### src/rtl/cia_e_clock_sequencer_pkg.sv
// Shared definitions for the CIA E-clock / VPA-VMA peripheral access sequencer.
package amigo_pkg;

  localparam int E_PERIOD_DEF = 10;
  localparam int E_HIGH_DEF   = 4;

  typedef enum logic [2:0] {
    ST_IDLE   = 3'd0,
    ST_SYNC   = 3'd1,
    ST_VMA    = 3'd2,
    ST_ACCESS = 3'd3,
    ST_DONE   = 3'd4
  } cia_seq_state_t;

  // Number of CLKs per E period during which E is low.
  function automatic int low_len(input int e_period, input int e_high);
    return e_period - e_high;
  endfunction

endpackage

### src/rtl/cia_e_clock_sequencer_if.sv
// CPU-side strobes in, E clock / VMA / 74F139 decoder controls out.
interface cia_e_clock_sequencer_if #(
  parameter int SEL_W = 2
);
  logic             _AS;
  logic             _VPA_REQ;
  logic [SEL_W-1:0] A_IN;
  logic             E;
  logic             _VMA;
  logic             _DEC_EN;
  logic [SEL_W-1:0] DEC_A;
  logic             _CYCLE_END;

  modport master (
    output _AS, _VPA_REQ, A_IN,
    input  E, _VMA, _DEC_EN, DEC_A, _CYCLE_END
  );

  modport slave (
    input  _AS, _VPA_REQ, A_IN,
    output E, _VMA, _DEC_EN, DEC_A, _CYCLE_END
  );
endinterface

### src/rtl/cia_e_clock_sequencer_e_clock_gen.sv
// Free-running E-period counter with registered E and phase-point strobes
// decoded from the current count.
module e_clock_gen
  import amigo_pkg::*;
#(
  parameter int E_PERIOD = E_PERIOD_DEF,
  parameter int E_HIGH   = E_HIGH_DEF
) (
  input  logic                        clk,
  input  logic                        rst_n,
  output logic [$clog2(E_PERIOD)-1:0] ecnt,
  output logic                        e,
  output logic                        vma_pt,
  output logic                        rise_pt,
  output logic                        wrap_pt
);

  localparam int CNT_W   = $clog2(E_PERIOD);
  localparam int LOW_LEN = low_len(E_PERIOD, E_HIGH);

  logic [CNT_W-1:0] ecnt_next;

  always_comb begin
    ecnt_next = '0;
    if (ecnt != CNT_W'(E_PERIOD - 1))
      ecnt_next = ecnt + CNT_W'(1);
  end

  // E is registered from the next count so it always agrees with ecnt.
  always_ff @(posedge clk or negedge rst_n) begin
    if (!rst_n) begin
      ecnt <= '0;
      e    <= 1'b0;
    end else begin
      ecnt <= ecnt_next;
      e    <= (ecnt_next >= CNT_W'(LOW_LEN));
    end
  end

  assign vma_pt  = (ecnt == CNT_W'(LOW_LEN - 4));
  assign rise_pt = (ecnt == CNT_W'(LOW_LEN - 1));
  assign wrap_pt = (ecnt == CNT_W'(E_PERIOD - 1));

endmodule

### src/rtl/cia_e_clock_sequencer.sv
// Sequences one synchronised 6800-style peripheral access per address strobe,
// gating the 74F139 decoder enable to the E-high window.
module cia_e_clock_sequencer
  import amigo_pkg::*;
#(
  parameter int E_PERIOD = E_PERIOD_DEF,
  parameter int E_HIGH   = E_HIGH_DEF,
  parameter int SEL_W    = 2
) (
  input logic                     CLK,
  input logic                     _RESET,
  cia_e_clock_sequencer_if.slave  bus
);

  localparam int CNT_W   = $clog2(E_PERIOD);
  localparam int LOW_LEN = low_len(E_PERIOD, E_HIGH);

  logic [CNT_W-1:0] ecnt;
  logic             e;
  logic             vma_pt;
  logic             rise_pt;
  logic             wrap_pt;

  cia_seq_state_t   state;
  logic             vma_n;
  logic             dec_en_n;
  logic             cycle_end_n;
  logic [SEL_W-1:0] dec_a;

  e_clock_gen #(
    .E_PERIOD (E_PERIOD),
    .E_HIGH   (E_HIGH)
  ) u_e_clock_gen (
    .clk     (CLK),
    .rst_n   (_RESET),
    .ecnt    (ecnt),
    .e       (e),
    .vma_pt  (vma_pt),
    .rise_pt (rise_pt),
    .wrap_pt (wrap_pt)
  );

  // Once past SYNC the cycle is committed and runs to the E falling edge.
  always_ff @(posedge CLK or negedge _RESET) begin
    if (!_RESET) begin
      state       <= ST_IDLE;
      vma_n       <= 1'b1;
      dec_en_n    <= 1'b1;
      cycle_end_n <= 1'b1;
      dec_a       <= '0;
    end else begin
      cycle_end_n <= 1'b1;
      case (state)
        ST_IDLE: begin
          if (!bus._AS && !bus._VPA_REQ) begin
            dec_a <= bus.A_IN;
            state <= ST_SYNC;
          end
        end
        ST_SYNC: begin
          if (bus._AS) begin
            state <= ST_IDLE;
          end else if (vma_pt) begin
            vma_n <= 1'b0;
            state <= ST_VMA;
          end
        end
        ST_VMA: begin
          if (rise_pt) begin
            dec_en_n <= 1'b0;
            state    <= ST_ACCESS;
          end
        end
        ST_ACCESS: begin
          if (wrap_pt) begin
            dec_en_n    <= 1'b1;
            vma_n       <= 1'b1;
            cycle_end_n <= 1'b0;
            state       <= ST_DONE;
          end
        end
        ST_DONE: begin
          if (bus._AS)
            state <= ST_IDLE;
        end
        default: state <= ST_IDLE;
      endcase
    end
  end

  // The decoder may only be enabled inside the E-high window with VMA asserted.
  assert property (@(posedge CLK) disable iff (!_RESET)
    !dec_en_n |-> (e && !vma_n && (ecnt >= CNT_W'(LOW_LEN))));

  assign bus.E          = e;
  assign bus._VMA       = vma_n;
  assign bus._DEC_EN    = dec_en_n;
  assign bus.DEC_A      = dec_a;
  assign bus._CYCLE_END = cycle_end_n;

endmodule

### src/flat_wrapper.sv
// flat-port wrapper written by rule: the top's interface ports become plain ports
module cia_e_clock_sequencer_flat import amigo_pkg::*;
#(
  parameter int E_PERIOD = E_PERIOD_DEF,
  parameter int E_HIGH   = E_HIGH_DEF,
  parameter int SEL_W    = 2
)
  (CLK, _RESET, bus__AS, bus__VPA_REQ, bus_A_IN, bus_E, bus__VMA, bus__DEC_EN, bus_DEC_A, bus__CYCLE_END);
  cia_e_clock_sequencer_if #(.SEL_W(SEL_W)) bus_i ();
  input logic CLK;
  input logic _RESET;
  input wire logic [$bits(bus_i._AS)-1:0] bus__AS;
  input wire logic [$bits(bus_i._VPA_REQ)-1:0] bus__VPA_REQ;
  input wire logic [$bits(bus_i.A_IN)-1:0] bus_A_IN;
  output wire logic [$bits(bus_i.E)-1:0] bus_E;
  output wire logic [$bits(bus_i._VMA)-1:0] bus__VMA;
  output wire logic [$bits(bus_i._DEC_EN)-1:0] bus__DEC_EN;
  output wire logic [$bits(bus_i.DEC_A)-1:0] bus_DEC_A;
  output wire logic [$bits(bus_i._CYCLE_END)-1:0] bus__CYCLE_END;
  assign bus_i._AS = bus__AS;
  assign bus_i._VPA_REQ = bus__VPA_REQ;
  assign bus_i.A_IN = bus_A_IN;
  assign bus_E = bus_i.E;
  assign bus__VMA = bus_i._VMA;
  assign bus__DEC_EN = bus_i._DEC_EN;
  assign bus_DEC_A = bus_i.DEC_A;
  assign bus__CYCLE_END = bus_i._CYCLE_END;
  cia_e_clock_sequencer #(.E_PERIOD(E_PERIOD), .E_HIGH(E_HIGH), .SEL_W(SEL_W)) u_core (.CLK(CLK), ._RESET(_RESET), .bus(bus_i));
endmodule
### config.mk
export PLATFORM = sky130hd
export DESIGN_NAME = cia_e_clock_sequencer_flat
export DESIGN_NICKNAME = d
export VERILOG_FILES = /design/src/rtl/cia_e_clock_sequencer_pkg.sv /design/src/rtl/cia_e_clock_sequencer_if.sv /design/src/rtl/cia_e_clock_sequencer_e_clock_gen.sv /design/src/rtl/cia_e_clock_sequencer.sv /design/src/flat_wrapper.sv
export SDC_FILE = /design/constraint.sdc
export NUM_CORES = 1
export LEC_CHECK = 0
export CELL_PAD_IN_SITES_DETAIL_PLACEMENT = 0
export CELL_PAD_IN_SITES_GLOBAL_PLACEMENT = 1
export CORE_MARGIN = 5
export CORE_UTILIZATION = 37
export CTS_CLUSTER_SIZE = 30
export DETAILED_ROUTE_END_ITERATION = 8
export GPL_TIMING_DRIVEN = 1
export PLACE_DENSITY_LB_ADDON = 0.1
export SKIP_CTS_REPAIR_TIMING = 1
export SYNTH_ARGS = -nofsm -noshare
export SYNTH_HDL_FRONTEND = slang
export SYNTH_SLANG_ARGS = --single-unit
### constraint.sdc
create_clock -name CLK -period 2.2 [get_ports CLK]
set_input_delay 0.22 -clock CLK [delete_from_list [all_inputs] [get_ports CLK]]
set_output_delay 0.22 -clock CLK [all_outputs]
set_load 0.03 [all_outputs]
# After elaboration in Yosys (flattened, before gate mapping)
# Index checks and enable logic that the tools add are counted.
[totals]
reg_bits = 13
inputBits = 6
output_inout_bits = 6
wordCells = 50
[classes]
add_sub_neg = 1
magnitude_cmp = 1
eq_ne = 15
n_mux = 16
reduce_logical = 10
[op_table]
columns = ["op", "count"]
rows = [
  ["$mux W3", 6],
  ["$pmux W3 S5", 1],
  ["$ne A2 B2 Y1 const B", 4],
  ["$eq A3 B2 Y1 const B", 2],
  ["$mux W1", 6],
  ["$reduce_and A5 Y1", 1],
  ["$add A4 B1 Y4 const B", 1],
  ["$eq A4 B2 Y1 const B", 1],
  ["$eq A4 B3 Y1 const B", 1],
  ["$eq A4 B4 Y1 const B", 1],
  ["$ge A4 B3 Y1 const B", 1],
  ["$mux W4", 1],
  ["$ne A2 B1 Y1 const B", 2],
  ["$ne A4 B4 Y1 const B", 1],
  ["$pmux W1 S2", 2],
  ["$reduce_and A4 Y1", 1],
  ["$reduce_bool A2 Y1", 2],
  ["$eq A3 B1 Y1 const B", 1],
  ["$eq A3 B3 Y1 const B", 1],
  ["$logic_not A3 Y1", 1],
  ["$ne A3 B3 Y1 const B", 1],
  ["$reduce_and A3 Y1", 1],
  ["$logic_not A1 Y1", 2],
  ["$reduce_and A2 Y1", 1],
  ["$logic_and A1 B1 Y1", 1],
]

# Depth between registers and ports, before layout
[logic_depth]
depth_word = 4
ltp_mapped = 4

# Hierarchy
# From an unflattened synthesis, not the netlist that was laid out.
[unflattened]
hier_cells = 59
hier_area_um2 = 640.6
[by_module_without_submodules]
columns = ["mod", "instances", "cells_per_inst", "area_each_um2", "seq_area_each_um2"]
rows = [
  ["cia_e_clock_sequencer", 1, 35, 375.4, 203.9],
  ["e_clock_gen", 1, 24, 265.3, 125.1],
]

# Worst setup path before layout
# Ideal clock, no wire load.
[synth_path]
path_type = "flip-flop to flip-flop"
from = "register u_core.u_e_clock_gen.ecnt[0]"
to = "register u_core.vma_n, in the netlist u_core.bus._VMA"
setup_time_ns = 0.077
arrival_ns = 1.495
slack_ns = 0.628
path_stages_with_launch = 4
path_buffers = 0
period_less_slack_ns = 1.572
path_cell_list = "dfrtp_1 -> or4b_1 -> or3b_1 -> a21bo_1"
[synth_via]
elab_chain_len = 3
elab_cells_between_ends = 5
cone_classes = "eq/ne: 4; reduce/logical: 1"
[synth_lines]
columns = ["element", "line_no", "source"]
rows = [
  ["from (decl)", "cia_e_clock_sequencer_e_clock_gen.sv:11", "output logic [$clog2(E_PERIOD)-1:0] ecnt,"],
  ["from (signal assigned)", "cia_e_clock_sequencer_e_clock_gen.sv:35", "ecnt <= ecnt_next;"],
  ["$eq A4 B2 Y1 / $eq A4 B4 Y1 (equally long branches)", "cia_e_clock_sequencer_e_clock_gen.sv:40, cia_e_clock_sequencer_e_clock_gen.sv:42", ""],
  ["$ne A2 B2 Y1 (no source line)", "n/a", ""],
  ["$reduce_and A4 Y1 (no source line) *", "n/a", ""],
  ["to (signal assigned)", "cia_e_clock_sequencer.sv:47", "vma_n <= 1'b1;"],
  ["to (signal assigned)", "cia_e_clock_sequencer.sv:64", "vma_n <= 1'b0;"],
  ["to (signal assigned)", "cia_e_clock_sequencer.sv:77", "vma_n <= 1'b1;"],
  ["to (decl)", "cia_e_clock_sequencer.sv:25", "logic vma_n;"],
]
# Every way passes the cells marked *; elsewhere a longest branch is shown, timed or not.
# A chain may end at the register's enable or synchronous reset.

# Worst setup path in the final report
[layout_path]
from = "register u_core.dec_en_n, in the netlist u_core.bus._DEC_EN"
to = "output bus__DEC_EN"
[layout_lines]
columns = ["element", "line_no", "source"]
rows = [
  ["from (decl)", "cia_e_clock_sequencer.sv:26", "logic dec_en_n;"],
  ["from (signal assigned)", "cia_e_clock_sequencer.sv:48", "dec_en_n <= 1'b1;"],
  ["from (signal assigned)", "cia_e_clock_sequencer.sv:70", "dec_en_n <= 1'b0;"],
  ["from (signal assigned)", "cia_e_clock_sequencer.sv:76", "dec_en_n <= 1'b1;"],
  ["to (decl)", "flat_wrapper.sv:17", "output wire logic [$bits(bus_i._DEC_EN)-1:0] bus__DEC_EN;"],
]
# No word-level cell between the ends.

==> flow_summary.toml <==
[cells_and_area]
area_growth_pct = 24.5
final_nets = 77
antennaDiodeCount = 0
drive_gt1_share_pct = 17.1

[setup_path]
r2r_setup_slack_ns = 0.52
crit_required_ns = 1.98
path_depth = 1
path_class = "reg -> out"
rr_startpoint = "u_core.u_e_clock_gen.ecnt[0]"
reg2regPathDepth = 3
crit_path_max_fanout = 3
slowest_stage = "clkdlybuf4s50_1"
crit_path_start = "u_core.bus._DEC_EN"
endpoint = "bus__DEC_EN"
cp.arrival_ns = 1.48
critical_path.top_delay_family = "buffers and inverters"
critPathLaunchType = "register"
max_stage_delay_ns = 0.66
reg2reg_to = "u_core.bus._VMA"
timing.critical_path.to_type = "output port"
crit_buf_inv = 1
crit_chain = "clkdlybuf4s50_1"

[global_route]
track_usage_pct = 9.22
grt_pass1_wl_mm = 1.86
grt_overflow = 0
antenna_found_initial = 0
grt_max_degree = 14
grt_pass1_vias = 437

[routing]
avgViaCountPerCell = 5.24
wl_per_cell_um = 12.9
drtPass1Iterations = 4
drt_wl_total_mm = 1.11
dr.first_iter.drc_count = 8
route.antenna.remaining_nets = 0
vias = 451
drc_errors = 0

[flow_run]
cap_violations = 0

[sta]
tns_ns = 0
slew_violations = 0
period_share_pct = 77.4
tightest_slew_ns = 0.551
max_freq_mhz = 587
fin_hold_ws_ns = 0.295
timing.slew.headroom_pct = 63.2
hold_violations = 0
rsz0062_at_grt = "false"
finalSetupViolations = 0
fin_skew_ns = 0.00378
period_needed_ns = 1.70

[power_and_ir_drop]
p_leak_nw = 0.344
p_seq_share_pct = 46.3
clockPowerShare_pct = 20.2
p_int_mw = 0.482
p_sw_mw = 0.253
netSwitchingFraction_pct = 34.4
p_per_area_nw_per_um2 = 963
p_comb_share_pct = 33.4
ir_worst_vdd_mv = 0.540

[min_path]
worstHoldPathType = "in -> async"

[floorplan]
core_um2 = 1540
die-area_um2 = 2570
rows = 14
num_io_pins = 12
initial_core_util_pct = 39.8
die_h_um = 50.7
die_w_um = 50.7

[clocking]
cts_sinks = 13
cts_buffer_depth = 2
htreeDepth = 1
clk_latency_ns = 0.27
numCtsBuffers = 3
cts-root-buf = "clkbuf_4"
clk_pin_slew_worst_paths_ns = 0.09
cts_tree = "built"

[placed_design]
hpwl_um = 868
port_buffers = 11
globalplace.congestion = 0.688

[yosys]
synthSimpleGateAreaFrac_pct = 18.4
synth_top_area_share_pct = 40.8
synth_cell_type_count = 28
syn_avg_cell_area_um2 = 10.9
synth_xor_area_share_pct = 1.43
synth-seq-cells = 13
yosysSeqAreaShare_pct = 53.7
ys_warn_count = 0
synth_compound_area_share_pct = 17.3
yosysTopAreaCell = "dfrtp_1"
synthMuxAreaShare_pct = 3.67
synth_nets = 62
synthAdderAreaFrac_pct = 0
synth_top_family_by_area = "simple AND/OR/NAND/NOR gates"
synth.area.top_cells = "dfrtp_1 (41%), dfstp_2 (13%), inv_1 (4.3%)"
syn_area_um2 = 613
synth_cells = 56

[run_status]
status = "finished clean"
==> registers in the layout (all words and copies together), names as in the netlist <==
| register | count |
|---|---|
| u_core.bus.DEC_A | 2 |
| u_core.bus._CYCLE_END | 1 |
| u_core.bus._DEC_EN | 1 |
| u_core.bus._VMA | 1 |
| u_core.state | 3 |
| u_core.u_e_clock_gen.e | 1 |
| u_core.u_e_clock_gen.ecnt | 4 |
==> through the flow <==
stage | setup slack, ns | instances | utilization [%] | area [µm²] | total power [mW]
floorplan | 0.628 | 56 | - | 613 | 0.507
global route | 0.433 | 86 | 49.5 | 763 | 0.781
CTS | 0.478 | 86 | 49.5 | 763 | 0.748
global placement | 0.569 | 82 | 47.7 | 736 | 0.597
finish | 0.496 | 86 | 49.5 | 763 | 0.735
detailed placement | 0.526 | 82 | 47.7 | 736 | 0.596
==> area by class of cell <==
cell class | instances | area [µm²]
clock buffers | 3 | 22.5
clock inverters | 1 | 5.00
fillers | 150 | 778
inverters | 7 | 26.3
multi-input cells | 35 | 250
flip-flops and latches | 13 | 329
well taps | 16 | 20.0
repair buffers | 11 | 110
==> synthesized netlist by cell type <==
cell type,number
a21oi_1,1
o41ai_1,1
or2b_1,1
dfstp_2,3
o22ai_1,1
o221ai_1,1
or4b_1,1
buf_4,1
nand2_1,4
and3b_1,1
o21ai_0,3
nor2b_1,3
nand3_1,1
mux2_2,2
xnor2_1,1
nor2_1,2
a21bo_2,1
a211oi_1,1
a22o_1,1
inv_1,7
a311oi_1,1
nor3_1,2
or3b_1,2
a211o_1,1
a21bo_1,1
a21o_2,1
and4bb_2,1
dfrtp_1,10
==> power by group through the flow <==
stage | clock network [mW] | registers (mW) | logic [mW]
global placement | 0 | 0.348 | 0.249
detailed placement | 0 | 0.346 | 0.250
CTS | 0.156 | 0.341 | 0.251
floorplan | 0 | 0.392 | 0.116
global route | 0.164 | 0.349 | 0.268
finish | 0.149 | 0.341 | 0.246
==> logic make-up after synthesis <==
kind of cell | Yosys count
AOI/OAI and AO/OA | 14
xor gates and xnor gates | 1
buffers and inverters | 8
DFF | 13
muxes | 2
and+or+nand+nor | 18
==> worst min path at each step <==
stage / from / endpoint / slack, ns
floorplan: _RESET / u_core.bus.DEC_A[0] / -0.08
global placement: u_core.bus._DEC_EN / u_core.bus._DEC_EN / 0.47
detailed placement: u_core.bus._DEC_EN / u_core.bus._DEC_EN / 0.47
CTS: _RESET / u_core.u_e_clock_gen.e / 0.32
global route: _RESET / u_core.u_e_clock_gen.e / 0.35
finish: _RESET / u_core.u_e_clock_gen.e / 0.30
==> per-layer routing <==
| metal | vias up | track usage [%] | share of wire [%] |
|---|---|---|---|
| met4 | 0 | 3.83 | 0 |
| li1 | 227 | - | - |
| met1 | 216 | 11.6 | 46 |
| met2 | 8 | 15.1 | 49 |
| met5 | - | 0 | 0 |
| met3 | 0 | 2.07 | 4.9 |
==> placed cells by master, fill, tap and decap left out, types with 2 or more instances in the layout <==
master,synthesis,routed
o21ai_0,3,3
or3b_1,2,2
nand2_1,4,4
nor2b_1,3,3
nor3_1,2,2
mux2_2,2,2
clkbuf_4,0,3
clkdlybuf4s50_1,0,11
dfrtp_1,10,10
nor2_1,2,2
inv_1,7,7
dfstp_2,3,3
Note: power is estimated with default switching activity, not from simulation.
